### config.mk
export PLATFORM = sky130hd
export DESIGN_NAME = y86_pipe_ctrl
export DESIGN_NICKNAME = d
export VERILOG_FILES = /design/src/rtl/y86_pkg.sv /design/src/rtl/y86_hazard_unit.sv /design/src/rtl/y86_pipe_ctrl.sv
export SDC_FILE = /design/constraint.sdc
export NUM_CORES = 1
export LEC_CHECK = 0
export CAP_MARGIN = 10
export CELL_PAD_IN_SITES_DETAIL_PLACEMENT = 0
export CELL_PAD_IN_SITES_GLOBAL_PLACEMENT = 1
export CORE_ASPECT_RATIO = 0.75
export CORE_UTILIZATION = 39
export DETAILED_ROUTE_END_ITERATION = 8
export GPL_ROUTABILITY_DRIVEN = 0
export PLACE_DENSITY = 0.85
export SLEW_MARGIN = 10
export SYNTH_ARGS = -nofsm -noshare
export SYNTH_HDL_FRONTEND = slang
export SYNTH_SLANG_ARGS = --single-unit
export TNS_END_PERCENT = 5
### constraint.sdc
create_clock -name clk_i -period 3.7 [get_ports clk_i]
set_clock_uncertainty 0.1 [all_clocks]
set_input_delay 0.74 -clock clk_i [delete_from_list [all_inputs] [get_ports clk_i]]
set_output_delay 0.74 -clock clk_i [all_outputs]
set_load 0.05 [all_outputs]
### src/rtl/y86_pkg.sv
// Shared Y86-64 encodings: instruction codes, register ids, status codes
// and the pipeline-control FSM state type.
package y86_pkg;

   localparam logic [3:0] IHALT   = 4'h0;
   localparam logic [3:0] INOP    = 4'h1;
   localparam logic [3:0] IRRMOVQ = 4'h2;
   localparam logic [3:0] IIRMOVQ = 4'h3;
   localparam logic [3:0] IRMMOVQ = 4'h4;
   localparam logic [3:0] IMRMOVQ = 4'h5;
   localparam logic [3:0] IOPQ    = 4'h6;
   localparam logic [3:0] IJXX    = 4'h7;
   localparam logic [3:0] ICALL   = 4'h8;
   localparam logic [3:0] IRET    = 4'h9;
   localparam logic [3:0] IPUSHQ  = 4'hA;
   localparam logic [3:0] IPOPQ   = 4'hB;

   localparam logic [3:0] RRSP    = 4'h4;
   localparam logic [3:0] RNONE   = 4'hF;

   localparam logic [3:0] SAOK    = 4'h1;
   localparam logic [3:0] SHLT    = 4'h2;
   localparam logic [3:0] SADR    = 4'h3;
   localparam logic [3:0] SINS    = 4'h4;

   typedef enum logic [1:0] {
      ST_RUN   = 2'd0,
      ST_MWAIT = 2'd1,
      ST_HALT  = 2'd2,
      ST_ERR   = 2'd3
   } ctrl_state_t;

   function automatic logic is_memop(input logic [3:0] icode);
      return icode inside {IRMMOVQ, IMRMOVQ, IPUSHQ, IPOPQ, ICALL, IRET};
   endfunction

   function automatic logic is_exc(input logic [3:0] stat);
      return stat inside {SADR, SINS, SHLT};
   endfunction

endpackage

### src/rtl/y86_hazard_unit.sv
// Combinational hazard detection (load-use, mispredict, ret) and the
// stall/bubble controls used while the pipeline is running unfrozen.
module y86_hazard_unit
   import y86_pkg::*;
(
   input  logic [3:0] d_icode,
   input  logic [3:0] e_icode,
   input  logic [3:0] m_icode,
   input  logic [3:0] src_a,
   input  logic [3:0] src_b,
   input  logic [3:0] e_dst_m,
   input  logic       e_cnd,
   input  logic [3:0] m_stat,
   input  logic [3:0] w_stat,
   output logic       f_stall,
   output logic       d_stall,
   output logic       d_bubble,
   output logic       e_bubble,
   output logic       m_bubble,
   output logic       w_stall,
   output logic       set_cc,
   output logic       rf_we
);

   logic lu;
   logic mis;
   logic ret;

   assign lu  = (e_icode inside {IMRMOVQ, IPOPQ}) && (e_dst_m != RNONE)
              && ((e_dst_m == src_a) || (e_dst_m == src_b));
   assign mis = (e_icode == IJXX) && !e_cnd;
   assign ret = (d_icode == IRET) || (e_icode == IRET) || (m_icode == IRET);

   assign f_stall  = lu || ret;
   assign d_stall  = lu;
   // Load-use wins over ret: the stalled decode slot must not be squashed.
   assign d_bubble = mis || (ret && !lu);
   assign e_bubble = mis || lu;
   assign m_bubble = is_exc(m_stat) || is_exc(w_stat);
   assign w_stall  = (w_stat != SAOK);
   assign set_cc   = (e_icode == IOPQ) && !is_exc(m_stat) && !is_exc(w_stat);
   assign rf_we    = !w_stall;

endmodule

### src/rtl/y86_pipe_ctrl.sv
// Y86-64 pipeline control: run/halt/error FSM, data-memory wait sequencing
// with timeout, stall/bubble priority mux and performance counters.
module y86_pipe_ctrl
   import y86_pkg::*;
#(
   parameter int MEM_TMO = 16,
   parameter int CNT_W   = 32
) (
   input  logic             clk_i,
   input  logic             rst_n_i,
   input  logic [3:0]       D_icode_i,
   input  logic [3:0]       E_icode_i,
   input  logic [3:0]       M_icode_i,
   input  logic [3:0]       d_srcA_i,
   input  logic [3:0]       d_srcB_i,
   input  logic [3:0]       E_dstM_i,
   input  logic             e_Cnd_i,
   input  logic [3:0]       m_stat_i,
   input  logic [3:0]       W_stat_i,
   input  logic             dmem_ack_i,
   output logic             dmem_req_o,
   output logic             F_stall_o,
   output logic             D_stall_o,
   output logic             E_stall_o,
   output logic             M_stall_o,
   output logic             W_stall_o,
   output logic             D_bubble_o,
   output logic             E_bubble_o,
   output logic             M_bubble_o,
   output logic             set_cc_o,
   output logic             rf_we_o,
   output logic [3:0]       stat_o,
   output logic [CNT_W-1:0] cyc_cnt_o,
   output logic [CNT_W-1:0] stall_cnt_o
);

   localparam int              WAIT_W   = (MEM_TMO > 2) ? $clog2(MEM_TMO) : 1;
   localparam logic [WAIT_W-1:0] TMO_LAST = WAIT_W'(MEM_TMO - 1);

   ctrl_state_t       state;
   logic [WAIT_W-1:0] wait_cnt;
   logic [3:0]        stat_reg;
   logic [CNT_W-1:0]  cyc_cnt;
   logic [CNT_W-1:0]  stall_cnt;
   logic              active;
   logic              freeze;

   logic h_f_stall, h_d_stall, h_d_bubble, h_e_bubble, h_m_bubble;
   logic h_w_stall, h_set_cc, h_rf_we;

   y86_hazard_unit u_hazard (
      .d_icode  (D_icode_i),
      .e_icode  (E_icode_i),
      .m_icode  (M_icode_i),
      .src_a    (d_srcA_i),
      .src_b    (d_srcB_i),
      .e_dst_m  (E_dstM_i),
      .e_cnd    (e_Cnd_i),
      .m_stat   (m_stat_i),
      .w_stat   (W_stat_i),
      .f_stall  (h_f_stall),
      .d_stall  (h_d_stall),
      .d_bubble (h_d_bubble),
      .e_bubble (h_e_bubble),
      .m_bubble (h_m_bubble),
      .w_stall  (h_w_stall),
      .set_cc   (h_set_cc),
      .rf_we    (h_rf_we)
   );

   assign active     = (state == ST_RUN) || (state == ST_MWAIT);
   // Gated by rst_n_i so a reset mid-access drops the request immediately.
   assign dmem_req_o = rst_n_i && active && is_memop(M_icode_i);
   assign freeze     = dmem_req_o && !dmem_ack_i;

   always_comb begin
      F_stall_o  = 1'b0;
      D_stall_o  = 1'b0;
      E_stall_o  = 1'b0;
      M_stall_o  = 1'b0;
      W_stall_o  = 1'b0;
      D_bubble_o = 1'b0;
      E_bubble_o = 1'b0;
      M_bubble_o = 1'b0;
      set_cc_o   = 1'b0;
      rf_we_o    = 1'b0;
      if (rst_n_i) begin
         if (!active || freeze) begin
            F_stall_o = 1'b1;
            D_stall_o = 1'b1;
            E_stall_o = 1'b1;
            M_stall_o = 1'b1;
            W_stall_o = 1'b1;
         end else begin
            F_stall_o  = h_f_stall;
            D_stall_o  = h_d_stall;
            W_stall_o  = h_w_stall;
            D_bubble_o = h_d_bubble;
            E_bubble_o = h_e_bubble;
            M_bubble_o = h_m_bubble;
            set_cc_o   = h_set_cc;
            rf_we_o    = h_rf_we;
         end
      end
   end

   always_ff @(posedge clk_i or negedge rst_n_i) begin
      if (!rst_n_i) begin
         state     <= ST_RUN;
         wait_cnt  <= '0;
         stat_reg  <= SAOK;
         cyc_cnt   <= '0;
         stall_cnt <= '0;
      end else begin
         if (active) begin
            cyc_cnt <= cyc_cnt + CNT_W'(1);
            if (F_stall_o) stall_cnt <= stall_cnt + CNT_W'(1);
         end
         case (state)
            ST_RUN, ST_MWAIT: begin
               if (W_stat_i == SHLT) begin
                  state    <= ST_HALT;
                  stat_reg <= SHLT;
               end else if ((W_stat_i == SADR) || (W_stat_i == SINS)) begin
                  state    <= ST_ERR;
                  stat_reg <= W_stat_i;
               end else if (state == ST_RUN) begin
                  if (freeze) begin
                     state    <= ST_MWAIT;
                     wait_cnt <= '0;
                  end
               end else if (dmem_ack_i) begin
                  state    <= ST_RUN;
                  wait_cnt <= '0;
               end else if (wait_cnt == TMO_LAST) begin
                  state    <= ST_ERR;
                  stat_reg <= SADR;
               end else begin
                  wait_cnt <= wait_cnt + WAIT_W'(1);
               end
            end
            default: ;
         endcase
      end
   end

   assign stat_o      = stat_reg;
   assign cyc_cnt_o   = cyc_cnt;
   assign stall_cnt_o = stall_cnt;

endmodule

==> results of run 1 <==
## synth_stat cells (3+ instances only)
cell / number
dfrtp_1: 73
xnor2_1: 46
nand2_1: 31
xor2_1: 26
nor2_1: 22
nand3_1: 20
nand4_1: 17
inv_1: 10
and3_1: 8
nor2b_1: 7
a21oi_1: 6
nor3_2: 6
o21ai_0: 6
and4_1: 5
nand3_2: 5
a21boi_0: 4
nand2b_1: 4
nor3_1: 4
and2_1: 3
ha_1: 3
nor4_2: 3
## worst max-delay path: stages
cell,delay [ns]
clkdlybuf4s50_1,0.52
nor2b_1,0.18
o21bai_1,0.30
o21ai_0,0.22
nor4_1,0.44
buf_12,0.21
## how the worst max path moves through the flow
stage	to	cells past startpoint
after CTS	D_stall_o	6
after global placement	D_bubble_o	8
after floorplan	set_cc_o	4
after global routing	set_cc_o	6
after detailed placement	D_stall_o	6
final	set_cc_o	6
## where the power goes
part,internal [mW],leakage (nW),switching (mW)
Clock,0.493,0.142,0.334
Sequential,0.813,1.01,0.00360
Combinational,0.0659,1.17,0.0709
Total,1.37,2.32,0.408
## metal layers
layer  routed length (um)  global-route usage  up-vias
met5                    0                   0        -
met1                 4560               0.275     1455
met3                  479              0.0508       11
met4                  104              0.0618        0
li1                     -                   -     1465
met2                 3940               0.287       85
## layout make-up
cell class / count / area, um^2 / share of cell area
sequential: 74 / 1850 / 0.337
inverter: 10 / 37.5 / 0.00684
tap: 128 / 160 / 0.0292
timing repair buffer: 118 / 1270 / 0.231
multi-input combinational: 261 / 1890 / 0.344
clock buffer: 11 / 253 / 0.0460
clock inverter: 5 / 35.0 / 0.00638
## logic make-up (layout without fill, tap and decap cells)
logic type / count (synthesis) / in the layout / synth area share
AND/OR/NAND/NOR: 152 / 152 / 0.246
flip-flops: 74 / 74 / 0.488
adder cells (fa/ha/maj): 3 / 3 / 0.00988
AO/OA/AOI/OAI: 30 / 30 / 0.0636
multiplexers: 4 / 4 / 0.0112
XOR/XNOR: 72 / 72 / 0.166
buffers and inverters: 13 / 144 / 0.0158
## sequential cells by signal, summed over array words and instances (netlist names)
register and flops:
stat_o 4, wait_cnt 4, stall_cnt_o 32, cyc_cnt_o 32, state 2
## layout by cell type, fill, tap and decap left out, types with 3 or more instances in the layout
cell type,instances
nor3_1,4
xor2_1,26
nor2b_1,7
xnor2_1,46
buf_12,10
ha_1,3
buf_4,6
clkbuf_16,9
o21ai_0,6
nand2_1,31
inv_1,10
dfrtp_1,73
nor3_2,6
nor2_1,22
and4_1,5
and2_1,3
clkdlybuf4s50_1,102
nand4_1,17
nor4_2,3
nand2b_1,4
nand3_2,5
and3_1,8
nand3_1,20
a21oi_1,6
a21boi_0,4
==> reports/metrics.csv, run 1 <==
stage,metric,value,unit
global_route,grt_max_degree,46,
cts,tritoncts,yes,
yosys,yosysTopAreaCell,dfrtp_1,
placed_design,port_buffers,114,
cts,clockBufferDepth,2,
yosys,synthTopCellsByArea,"dfrtp_1 48%, xnor2_1 11%, xor2_1 6.0%",
worst_setup_path,regToRegSetupSlack,1.33,ns
yosys,ys_types,53,
sta,rsz0062_at_grt,false,
die,dieArea,10100,um^2
final_layout,syn2layout_area_growth,44.5,%
route,first_iter_violations,133,
sta,fin_crit_sh,0.930,
die,core,9230,um^2
worst_hold_path,hold_class,flop to flop,
sta,slew_headroom,0.623,
worst_hold_path,min_to,cyc_cnt_o[31],
cts,cts_setup_buffers,0,
route,ant_nets,0,
sta,hold_ws,0.364,ns
cts,cts_max_level,3,
worst_hold_path,min_from,cyc_cnt_o[31],
worst_setup_path,critPathKind,input port to output pin,
route,viasPerCell,4.97,
global_route,antenna_found_initial,0,
final_layout,nNetsFinal,513,
yosys,synth_edf_count,0,
worst_setup_path,rr_endpoint,cyc_cnt_o[30],
sta,finalSetupTns,0,ns
global_route,grt_pass1_wl,15000,um
sta,max_freq,291,MHz
yosys,syn_inst,348,
cts,numCtsBuffers,9,
sta,tightest_slew,0.561,ns
cts,cts.sinks,74,
die,start_util,0.412,
global_route,gr-total-overflow,0,
placed_design,placed_area,5200,um^2
final_layout,diodes,0,
sta,finalHoldViolCount,0,
job,cap_viol_max_count,0,
cts,clock_latency,0.32,ns
final_layout,post-route-util,0.595,
power_and_ir_drop,power,1.78,mW
yosys,postSynthAreaPerCell,10.9,um^2
worst_setup_path,setup.worst_path.start_class,input port,
yosys,ys.flop_type,dfrtp_1,
route,route.detailed.drc,0,
worst_setup_path,endpoint_kind,output pin,
die,die_y,87.5,um
worst_setup_path,arrival,2.60,ns
yosys,synth-seq-cells,74,
yosys,yosys_warnings,0,
cts,root_buffer,clkbuf_16,
power_and_ir_drop,peakVddDrop,224,uV
yosys,synthArstFlopShare,1.00,
worst_setup_path,worstPathRequired,2.86,ns
worst_hold_path,holdPathStages,1,
cts,cts_resized,0,
die,die_w,116,um
route,dr.pass1.iters,4,
worst_setup_path,timing.critical_path.from,W_stat_i[1],
die,io_pins,115,
outcome,status,"complete, no violations",
cts,clk_pin_slew,0.06,ns
global_route,track_usage,0.194,
placed_design,placedCellCount,591,
sta,finalSetupViolCount,0,
yosys,synth_top_area_share,0.481,
final_layout,stdcell_count,607,
sta,min_period,3.44,ns
global_route,grt_pass1_vias,2979,
worst_setup_path,crit_fanout,7,
final_layout,drive_above_1_share,0.123,
route,vias,3016,
power_and_ir_drop,leakage,2.32,nW
route,totalWireLength,9090,um
die,rows,30,
sta,setup_ws,0.259,ns
yosys,ys_seq_area_frac,0.488,
yosys,synth.net_count,387,
placed_design,hpwl,6650,um
final_layout,nFillCells,821,
placed_design,dp_slack,0.263,ns
route,post_drt_wl_per_cell,15.0,um
final_layout,design_area,5490,um^2
sta,drv_slew,0,
cts,cts_hold_buf,0,
power_and_ir_drop,p_per_area,324,nW/um^2
worst_setup_path,ff2ff_path_depth,6,
worst_setup_path,timing.rr.start,state[1],
yosys,synth_area,3800,um^2
(Power assumes the default switching activity.)
==> run 2: changes to the inputs <==
CORE_ASPECT_RATIO = 1.75   (was 0.75)
==> reports/metrics.csv, run 2 (synthesis gave the netlist of run 1 again) <==
stage,metric,value,unit,change
power_and_ir_drop,leakage,2.34,nW,+0.78%
worst_setup_path,crit_chain,clkdlybuf4s50_1 -> nor2b_1 -> o21bai_1 -> o21ai_0 -> nor4_1 -> buf_12,,
final_layout,drive_above_1_share,0.123,,-0.000257
cts,cts_resized,0,,unchanged
die,start_util,0.401,,-0.0102
final_layout,mostFrequentLayoutCells,"102 x clkdlybuf4s50_1, 73 x dfrtp_1, 46 x xnor2_1",,
die,io_pins,115,,unchanged
sta,fin_crit_sh,0.927,,-0.00332
route,viasPerCell,5.10,,+2.6%
worst_setup_path,crit_slowest_cell,clkdlybuf4s50_1,,
outcome,status,"complete, no violations",,
route,first_iter_violations,74,,-44%
cts,tritoncts,yes,,
cts,cts.sinks,74,,unchanged
global_route,grt_pass1_vias,3253,,+9.2%
worst_setup_path,crit_fanout,7,,unchanged
worst_setup_path,endpoint_kind,output pin,,
worst_setup_path,crit_family,buffers and inverters,,
placed_design,port_buffers,114,,unchanged
cts,cts_max_level,3,,unchanged
cts,clock_latency,0.33,ns,about the same
route,ant_nets,0,,unchanged
cts,clockBufferDepth,2,,unchanged
die,die_w,76.6,um,-34%
global_route,grt_max_degree,46,,unchanged
final_layout,final_common_cell,clkdlybuf4s50_1,,
die,core,9470,um^2,+2.5%
worst_setup_path,cp_num_buf_inv,2,,unchanged
placed_design,placed_area,5200,um^2,unchanged
sta,rsz0062_at_grt,false,,
route,dr.pass1.iters,4,,unchanged
sta,finalSetupTns,0,ns,unchanged
cts,numCtsBuffers,9,,unchanged
final_layout,syn2layout_area_growth,45.4,%,
sta,finalHoldViolCount,0,,unchanged
worst_hold_path,hold_class,input port to async pin,,
worst_setup_path,slowest_delay,0.51,ns,about the same
cts,root_buffer,clkbuf_16,,
cts,clk_pin_slew,0.06,ns,about the same
die,dieArea,10200,um^2,+0.11%
sta,min_period,3.43,ns,-0.0123 ns
sta,drv_slew,0,,unchanged
global_route,grt_pass1_wl,15400,um,+2.9%
final_layout,diodes,0,,unchanged
die,die_y,133,um,+52%
cts,cts_hold_buf,0,,unchanged
route,route.detailed.drc,0,,unchanged
power_and_ir_drop,peakVddDrop,224,uV,-0.15%
worst_setup_path,critPathKind,input port to output pin,,
route,post_drt_wl_per_cell,14.8,um,-0.93%
global_route,gr-total-overflow,0,,unchanged
placed_design,hpwl,6850,um,+3.0%
sta,slew_headroom,0.595,,-0.0286
die,rows,47,,+57%
final_layout,design_area,5520,um^2,+0.59%
sta,finalSetupViolCount,0,,unchanged
cts,cts_setup_buffers,0,,unchanged
job,cap_viol_max_count,0,,unchanged
power_and_ir_drop,p_per_area,340,nW/um^2,+5.0%
worst_setup_path,arrival,2.59,ns,about the same
final_layout,nNetsFinal,514,,+0.19%
route,vias,3068,,+1.7%
worst_setup_path,worstPathRequired,2.86,ns,about the same
global_route,antenna_found_initial,0,,unchanged
sta,max_freq,292,MHz,+0.36%
worst_setup_path,setup.worst_path.start_class,input port,,
global_route,track_usage,0.194,,about the same
sta,tightest_slew,0.603,ns,+0.0426 ns
route,totalWireLength,8930,um,-1.7%
run 2: worst paths after layout:
path	start	to	slack, ns	cells past startpoint
min reg2reg	cyc_cnt_o[31]	cyc_cnt_o[31]	0.38	1
min in group clk_i	cyc_cnt_o[31]	cyc_cnt_o[31]	0.38	1
max reg2reg	state[1]	cyc_cnt_o[26]	1.29	6
max	W_stat_i[1]	set_cc_o	0.27	6
min	rst_n_i	state[1]	0.38	2
max in group asynchronous	rst_n_i	cyc_cnt_o[28]	2.69	2
run 2: area by class of cell:
cell class,count,area (um^2)
repair buffers,119,1270
fillers,817,3940
flip-flops and latches,74,1850
clock inverters,5,77.6
clock buffers,11,243
inverters,10,37.5
well taps,122,153
multi-input cells,261,1890
run 2: per-layer routing:
layer,track usage,up-vias,wire length [um]
met5,0,-,0
met3,0.0414,15,345
met1,0.202,1481,3360
met4,0.0897,0,242
li1,-,1477,-
met2,0.363,95,4980
run 2: power by group:
group | switching [mW] | internal, mW | total [mW]
clock | 0.322 | 0.606 | 0.928
sequential | 0.00362 | 0.813 | 0.817
combinational | 0.0694 | 0.0652 | 0.135
total | 0.395 | 1.48 | 1.88
run 2: worst register-to-register path: cells and delay by family, from the launching register on:
| family | cells | cell delay (ns) |
|---|---|---|
| DFF | 1 | 0.52 |
| xor gates and xnor gates | 1 | 0.16 |
| and+or+nand+nor | 5 | 1.54 |
run 2: through the flow:
stage	cells	hold WS, ns	utilization	setup WS, ns	total power, mW
floorplan	348	0.344	-	0.161	0.881
global placement	586	0.363	0.550	0.265	0.965
detailed placement	586	0.375	0.550	0.273	0.969
CTS	602	0.387	0.583	0.237	1.90
global route	602	0.410	0.583	0.155	1.94
finish	602	0.378	0.583	0.272	1.88
